**config.mk**
```make
export PLATFORM = sky130hd
export DESIGN_NAME = md5_bf_sched
export DESIGN_NICKNAME = d
export VERILOG_FILES = /design/src/rtl/md5_pkg.sv /design/src/rtl/md5_sched_rr.sv /design/src/rtl/md5_bf_sched.sv
export SDC_FILE = /design/constraint.sdc
export NUM_CORES = 1
export LEC_CHECK = 0
export BUFFER_PORTS_ARGS = -buffer_cell sky130_fd_sc_hd__buf_2
export CORE_ASPECT_RATIO = 1.25
export CORE_MARGIN = 1.5
export CORE_UTILIZATION = 45
export DETAILED_ROUTE_END_ITERATION = 8
export PLACE_DENSITY = 0.79
export SLEW_MARGIN = 20
export SYNTH_ARGS = -nofsm -noshare
export SYNTH_HDL_FRONTEND = slang
export SYNTH_HIERARCHICAL = 1
export SYNTH_SLANG_ARGS = --single-unit
```
**constraint.sdc**
```tcl
create_clock -name clk -period 16.84 [get_ports clk]
set_clock_uncertainty 0.05 [all_clocks]
set_input_delay 3.368 -clock clk [delete_from_list [all_inputs] [get_ports clk]]
set_output_delay 3.368 -clock clk [all_outputs]
set_load 0.01 [all_outputs]
```
**src/rtl/md5_pkg.sv**
```systemverilog
// ============================================================================
// Module   : md5_pkg
// Purpose  : Shared types and constants for the MD5 brute-force job scheduler.
// Revision : 1.0
// ============================================================================
`default_nettype none

package md5_pkg;

    localparam int          c_CAND_W        = 32;
    localparam logic [31:0] c_DEFAULT_CHUNK = 32'h0000_1000;

    typedef enum logic [1:0] {
        FREE   = 2'd0,
        RUN    = 2'd1,
        RETIRE = 2'd2
    } slot_t;

    typedef enum logic [1:0] {
        S_IDLE  = 2'd0,
        S_RUN   = 2'd1,
        S_ABORT = 2'd2,
        S_DONE  = 2'd3
    } state_t;

endpackage

`default_nettype wire

```
**src/rtl/md5_sched_rr.sv**
```systemverilog
// ============================================================================
// Module   : md5_sched_rr
// Purpose  : Round-robin picker: first free slot at or after the pointer.
// Revision : 1.0
// ============================================================================
`default_nettype none

module md5_sched_rr #(
    parameter int NUM_WORKERS = 4,
    parameter int IDX_W       = 2
) (
    input  logic [NUM_WORKERS-1:0] free,
    input  logic [IDX_W-1:0]       ptr,
    output logic [NUM_WORKERS-1:0] grant,
    output logic                   valid
);

    int               w_idx;
    logic [IDX_W-1:0] w_sel;

    always_comb begin
        grant = '0;
        valid = 1'b0;
        w_idx = 0;
        w_sel = '0;
        for (int off = 0; off < NUM_WORKERS; off++) begin
            w_idx = int'(ptr) + off;
            if (w_idx >= NUM_WORKERS) begin
                w_idx = w_idx - NUM_WORKERS;
            end
            w_sel = IDX_W'(w_idx);
            if (!valid && free[w_sel]) begin
                grant[w_sel] = 1'b1;
                valid        = 1'b1;
            end
        end
    end

endmodule

`default_nettype wire

```
**src/rtl/md5_bf_sched.sv**
```systemverilog
// ============================================================================
// Module   : md5_bf_sched
// Purpose  : Splits a candidate range into chunks, dispatches them round-robin
//            to md5_bf workers and aborts all of them on the first match.
// Options  : MD5_SCHED_STATS_EN adds cycles/chunks statistics outputs.
// Revision : 1.0
// ============================================================================
`default_nettype none

module md5_bf_sched
    import md5_pkg::*;
#(
    parameter int          NUM_WORKERS = 4,
    parameter logic [31:0] CHUNK       = c_DEFAULT_CHUNK
) (
    input  logic                            clk,
    input  logic                            reset_n,
    input  logic                            start,
    input  logic [c_CAND_W-1:0]             job_low,
    input  logic [c_CAND_W-1:0]             job_high,
    output logic                            busy,
    output logic                            done,
    output logic                            found,
    output logic [c_CAND_W-1:0]             pass,
    output logic [NUM_WORKERS-1:0]          w_rst_n,
    output logic [NUM_WORKERS-1:0]          w_start,
    output logic [c_CAND_W*NUM_WORKERS-1:0] w_low,
    output logic [c_CAND_W*NUM_WORKERS-1:0] w_high,
    input  logic [NUM_WORKERS-1:0]          w_done,
    input  logic [NUM_WORKERS-1:0]          w_found,
    input  logic [c_CAND_W*NUM_WORKERS-1:0] w_pass
`ifdef MD5_SCHED_STATS_EN
    ,
    output logic [31:0]                     cycles,
    output logic [15:0]                     chunks
`endif
);

    localparam int c_IDX_W = (NUM_WORKERS > 1) ? $clog2(NUM_WORKERS) : 1;

    state_t                          r_state;
    slot_t                           r_slot [NUM_WORKERS];
    logic [c_IDX_W-1:0]              r_ptr;
    logic [c_CAND_W-1:0]             r_next_low;
    logic [c_CAND_W-1:0]             r_job_high;
    logic                            r_exhausted;
    logic                            r_init;
    logic                            r_busy;
    logic                            r_done;
    logic                            r_found;
    logic [c_CAND_W-1:0]             r_pass;
    logic [NUM_WORKERS-1:0]          r_w_rst_n;
    logic [NUM_WORKERS-1:0]          r_w_start;
    logic [c_CAND_W*NUM_WORKERS-1:0] r_w_low;
    logic [c_CAND_W*NUM_WORKERS-1:0] r_w_high;

    logic                    w_accept;
    logic [c_CAND_W-1:0]     w_cur_low;
    logic [c_CAND_W-1:0]     w_cur_high;
    logic                    w_cur_exh;
    logic [c_CAND_W-1:0]     w_span;
    logic [c_CAND_W-1:0]     w_chunk_high;
    logic [NUM_WORKERS-1:0]  w_free;
    logic [NUM_WORKERS-1:0]  w_grant;
    logic                    w_rr_valid;
    logic [c_IDX_W-1:0]      w_grant_idx;
    logic [c_IDX_W-1:0]      w_ptr_next;
    logic                    w_dispatch;
    logic [c_CAND_W-1:0]     w_found_pass;

    for (genvar g = 0; g < NUM_WORKERS; g++) begin : g_free
        assign w_free[g] = (r_slot[g] == FREE);
    end

    md5_sched_rr #(
        .NUM_WORKERS (NUM_WORKERS),
        .IDX_W       (c_IDX_W)
    ) u_rr (
        .free  (w_free),
        .ptr   (r_ptr),
        .grant (w_grant),
        .valid (w_rr_valid)
    );

    // The accepting cycle dispatches straight from the job inputs so the first
    // chunk goes out in the same cycle busy rises.
    assign w_accept   = ((r_state == S_IDLE) || (r_state == S_DONE)) && start && !r_init;
    assign w_cur_low  = w_accept ? job_low  : r_next_low;
    assign w_cur_high = w_accept ? job_high : r_job_high;
    assign w_cur_exh  = w_accept ? (job_low > job_high) : r_exhausted;
    assign w_dispatch = (w_accept || ((r_state == S_RUN) && (w_found == '0)))
                        && !w_cur_exh && w_rr_valid;

    // Remaining span compared against CHUNK-1 so the top of the range never wraps.
    assign w_span       = w_cur_high - w_cur_low;
    assign w_chunk_high = (w_span < (CHUNK - 32'd1)) ? w_cur_high
                                                     : (w_cur_low + (CHUNK - 32'd1));

    always_comb begin
        w_grant_idx = '0;
        for (int i = 0; i < NUM_WORKERS; i++) begin
            if (w_grant[i]) begin
                w_grant_idx = c_IDX_W'(i);
            end
        end
    end

    assign w_ptr_next = (w_grant_idx == c_IDX_W'(NUM_WORKERS - 1)) ? '0
                                                                  : (w_grant_idx + c_IDX_W'(1));

    // Descending scan so the lowest-indexed reporting worker wins.
    always_comb begin
        w_found_pass = '0;
        for (int i = NUM_WORKERS - 1; i >= 0; i--) begin
            if (w_found[i]) begin
                w_found_pass = w_pass[i*c_CAND_W +: c_CAND_W];
            end
        end
    end

    always_ff @(posedge clk) begin
        if (!reset_n) begin
            r_state     <= S_IDLE;
            r_ptr       <= '0;
            r_next_low  <= '0;
            r_job_high  <= '0;
            r_exhausted <= 1'b0;
            r_init      <= 1'b1;
            r_busy      <= 1'b0;
            r_done      <= 1'b0;
            r_found     <= 1'b0;
            r_pass      <= '0;
            r_w_rst_n   <= '0;
            r_w_start   <= '0;
            r_w_low     <= '0;
            r_w_high    <= '0;
            for (int i = 0; i < NUM_WORKERS; i++) begin
                r_slot[i] <= FREE;
            end
        end else begin
            r_init    <= 1'b0;
            r_w_start <= '0;

            for (int i = 0; i < NUM_WORKERS; i++) begin
                r_w_rst_n[i] <= !r_init;
                case (r_slot[i])
                    RUN: begin
                        if ((r_state == S_RUN) && w_done[i]) begin
                            r_slot[i]    <= RETIRE;
                            r_w_rst_n[i] <= 1'b0;
                        end
                    end
                    RETIRE:  r_slot[i] <= FREE;
                    default: r_slot[i] <= r_slot[i];
                endcase
            end

            if (w_accept) begin
                r_next_low  <= job_low;
                r_job_high  <= job_high;
                r_exhausted <= (job_low > job_high);
            end

            if (w_dispatch) begin
                for (int i = 0; i < NUM_WORKERS; i++) begin
                    if (w_grant[i]) begin
                        r_slot[i]                          <= RUN;
                        r_w_start[i]                       <= 1'b1;
                        r_w_low[i*c_CAND_W +: c_CAND_W]    <= w_cur_low;
                        r_w_high[i*c_CAND_W +: c_CAND_W]   <= w_chunk_high;
                    end
                end
                r_ptr <= w_ptr_next;
                if (w_chunk_high == w_cur_high) begin
                    r_exhausted <= 1'b1;
                end else begin
                    r_next_low <= w_chunk_high + 32'd1;
                end
            end

            case (r_state)
                S_IDLE, S_DONE: begin
                    if (w_accept) begin
                        r_state <= S_RUN;
                        r_busy  <= 1'b1;
                        r_done  <= 1'b0;
                        r_found <= 1'b0;
                        r_pass  <= '0;
                    end
                end
                S_RUN: begin
                    if (w_found != '0) begin
                        r_state   <= S_ABORT;
                        r_pass    <= w_found_pass;
                        r_w_rst_n <= '0;
                    end else if (r_exhausted && (w_free == '1)) begin
                        r_state <= S_DONE;
                        r_busy  <= 1'b0;
                        r_done  <= 1'b1;
                    end
                end
                S_ABORT: begin
                    r_state <= S_DONE;
                    r_busy  <= 1'b0;
                    r_done  <= 1'b1;
                    r_found <= 1'b1;
                    for (int i = 0; i < NUM_WORKERS; i++) begin
                        r_slot[i] <= FREE;
                    end
                end
                default: r_state <= S_IDLE;
            endcase
        end
    end

    assign busy    = r_busy;
    assign done    = r_done;
    assign found   = r_found;
    assign pass    = r_pass;
    assign w_rst_n = r_w_rst_n;
    assign w_start = r_w_start;
    assign w_low   = r_w_low;
    assign w_high  = r_w_high;

`ifdef MD5_SCHED_STATS_EN
    logic [31:0] r_cycles;
    logic [15:0] r_chunks;

    always_ff @(posedge clk) begin
        if (!reset_n) begin
            r_cycles <= '0;
            r_chunks <= '0;
        end else if (w_accept) begin
            r_cycles <= '0;
            r_chunks <= w_dispatch ? 16'd1 : 16'd0;
        end else begin
            if (r_busy) begin
                r_cycles <= r_cycles + 32'd1;
            end
            if (w_dispatch && (r_chunks != 16'hFFFF)) begin
                r_chunks <= r_chunks + 16'd1;
            end
        end
    end

    assign cycles = r_cycles;
    assign chunks = r_chunks;
`endif

endmodule

`default_nettype wire

```
==> summary.md <==
| Metric | Value |
|---|---|
| Status | finished, final reports clean |
| Synth top area cells | dfxtp_1 (36%), a211oi_1 (8.5%), nor2_1 (7.5%) |
| First-pass GRT wire length | 113 mm |
| Cell Rows | 87 |
| Main synth FF type | dfxtp_1 |
| Worst reg2reg path startpoint | r_state[0]$_SDFFE_PN0P_ |
| Iteration-0 DRC Markers | 1461 |
| Maximum VDD drop | approximately 0.000096 V |
| Hold Crit Start | w_high[108]$_SDFFE_PN0P_ |
| Post-synth top area cell | dfxtp_1 |
| Utilization after layout | between 50% and 60% |
| Post-synthesis cell type count | 97 |
| Yosys warnings | 6 |
| Final Hold Fails | 0 |
| Syn Inst Count | 2523 |
| Grt ovf | 0 |
| Detailed Route WL | 74.0 mm |
| RSZ-0062 raised after global routing | false |
| Worst slew margin | 22.2% |
| Detailed-placement wirelength estimate | 56.2 mm |
| Antenna violations before repair | 12 |
| Fin. max-slew vios | 0 |
| Antenna Nets Post-Route | 0 |
| Cell Chain, Critical Path | buf_2 > and3b_2 > buf_4 > mux2i_1 > ha_1 > and4_1 > nand3_1 > nor3b_1 > or3_4 > a211oi_1 > a2111oi_0 > nand4_1 > or4_2 > buf_4 > nor2_1 > a21oi_1 > inv_1 > ha_1 > nand4_1 > nor3_1 > a21oi_1 > xnor2_1 > a211oi_2 |
| DIE AREA | around 0.047 mm^2 |
| Placer Congestion | 0.984 |
| PD cells | 165 mW/mm^2 |
| CTS buffer count | 38 |
| IO buf count | 501 |
| Crit path kind | input port to register |
| DRC viols | 0 |
| Die H | ~240 um |
| Sequential fraction of the synthesis area | 36.6% |
| Via count | 20400 |
| Number of global-route vias before repair | 19500 |
| Largest net degree at the start of global routing | between 150 and 200 |
| Cell Area, Synth | around 0.021 mm^2 |
| CTS sink cnt | 377 |
| CTS tree | done |
| Area Growth Syn to Fin | 19.3% |
| DRT Pass-1 Iters | 6 |
| Hold Path Depth | 2 |
| Total Routing Usage GR | 30.3% |
| Slowest cell delay on critical path | between 0.9 and 1 ns |
| Worst-path fanout max | 64 |
| Resized Gates After CTS | 0 |
| Clock transition at the registers of the reported paths | 0.06 ns |
| Hold EP | w_high[108]$_SDFFE_PN0P_ |
| DIE WIDTH | 195 um |
| Critical Path End Type | register |
| Nets | around 3200 |
| Final setup violation count | 0 |
| Ys async rst share | 0% |
| Worst-skew pair later-pin latency | 0.55 ns |
| #FFs+latches synth | roughly 380 |
| Pleak | approximately 10 nW |
| Min cycle time layout | 10.61 ns |
| Routed vias/inst | 5.78 |
| RR Endpoint | r_next_low[20]$_SDFF_PN0_ |
| IO Pins | 502 |
| Tcrit/Tclk final | between 60% and 70% |
| CTS root buf | clkbuf_16 |
| Drt wl/cell | 20.9 um |
| Setup Fix Bufs, Post-CTS | 0 |
| Startpoint Class | input port |
| Avg Cell Area, Syn | 8.20 um^2 |
| Slowest CP cell | mux2i_1 |
| F_max | 94.2 MHz |
| Hold-fix buffers at CTS | 0 |
| CORE AREA | 0.0453 mm^2 |
| Post-synth EDFFs | 1 |
| DRT met1 WL | 27.0 mm |
| Met2 WL | 36.5 mm |
| TNS Setup | 0 ns |
| Min-Delay Path Class | register to register |
| MaxCap Viol Count | 0 |
| Area share of the largest cell type after synthesis | 36.4% |
| Clock buffer depth | 3 |
| FF-to-FF setup slack | 8.29 ns |
| Req. time, crit path | around 17 ns |
| Layout cells sized above 1 | roughly 23% |
| Worst EP arrival | 11.02 ns |
| Worst reg2reg path depth | 24 |
| Most frequent cell after synthesis | nor2_1 |
| DR WL met3 | 6.06 mm |
| Max Used Layer | met5 |
| Syn nets | 2812 |
| Worst Tran Pin Value | around 1.2 ns |
| Most frequent cells after synthesis | nor2_1 (413), dfxtp_1 (376), a211oi_1 (233) |
| Htree depth | 2 |
| Starting density of the core | 45.7% |
| Fill cell count | 4305 |
[power breakdown]
part | switching (mW) | internal [mW] | leakage [nW]
sequential | 0.0800 | 1.03 | 3.06
combinational | 1.36 | 0.754 | 6.81
clock | 0.370 | 0.469 | 0.584
total | 1.81 | 2.26 | 10.5
[state kept, by name, indices dropped and copies added, names as in the netlist]
| signal | flops |
|---|---|
| w_low | 128 |
| r_slot | 8 |
| busy | 1 |
| r_ptr | 2 |
| found | 1 |
| r_init | 1 |
| r_job_high | 32 |
| w_start | 4 |
| w_rst_n | 4 |
| pass | 32 |
| r_state | 2 |
| done | 1 |
| r_next_low | 32 |
| r_exhausted | 1 |
| w_high | 128 |
[cell usage in the layout, fill, tap and decap left out, drive strengths merged, types with 36 or more instances in the layout]
master,instances
buf,534
nor2,420
dfxtp,376
a211oi,237
nand2,178
a21oi,143
o21ai,95
inv,90
ha,85
xnor2,73
a22oi,68
mux2i,68
clkbuf,56
nor3,49
nand4,38
xor2,36
[cell type report]
cell class | instances | area (um^2) | share of cell area [%]
Clock inverter | 11 | 115 | 0.467
Inverter | 91 | 349 | 1.41
Multi-Input combinational cell | 1880 | 12100 | 48.9
Sequential cell | 377 | 7560 | 30.6
Clock buffer | 56 | 1090 | 4.42
Tap cell | 578 | 723 | 2.93
Timing Repair Buffer | 534 | 2760 | 11.2
Antenna cell | 7 | 17.5 | 0.0710
[metrics by stage]
step	setup slack (ns)	cells	hold WS, ns	cell area, um^2	total power, mW
2_1_floorplan	7.41	2523	0.404	20700	2.55
3_3_place_gp	5.99	3460	0.388	23400	3.20
3_5_place_dp	5.82	3460	0.397	23400	3.21
4_1_cts	6.38	3527	0.409	24700	4.06
5_1_grt	5.71	3532	0.426	24700	4.31
6_report	6.23	3534	0.408	24700	4.07
[worst max-delay path: cells and delay by family]
family                     cells  cell delay [ns]
xor gates and xnor gates       1             0.19
AOI/OAI and AO/OA              5             0.89
and+or+nand+nor               10             3.46
muxes                          1             0.92
adders and majority gates      2             0.83
buffers and inverters          4             1.24
[worst max path at each step]
| stage | start | endpoint | slack, ns | depth (start not counted) |
|---|---|---|---|---|
| after detailed placement | start | r_next_low[20]$_SDFF_PN0_ | 5.82 | 23 |
| after floorplan | start | r_next_low[24]$_SDFF_PN0_ | 7.41 | 28 |
| after global routing | start | r_next_low[20]$_SDFF_PN0_ | 5.71 | 23 |
| final | start | r_next_low[20]$_SDFF_PN0_ | 6.23 | 23 |
| after global placement | start | r_next_low[20]$_SDFF_PN0_ | 5.99 | 23 |
| after CTS | start | r_next_low[20]$_SDFF_PN0_ | 6.38 | 23 |
[cell families after synthesis]
group | share of synthesized area (%)
AND/OR/NAND/NOR | 20.4
AO/OA/AOI/OAI | 22.9
flip-flops | 36.6
buffers and inverters | 5.23
XOR/XNOR | 4.73
multiplexers | 4.94
adder cells (fa/ha/maj) | 5.24
[layer usage]
metal / GRT usage (%) / vias up
met1: 33.2 / 9514
li1: - / 9803
met5: 0 / -
met3: 6.64 / 198
met4: 17.3 / 4
met2: 54.0 / 916
Power figures use the tool's default switching activity.
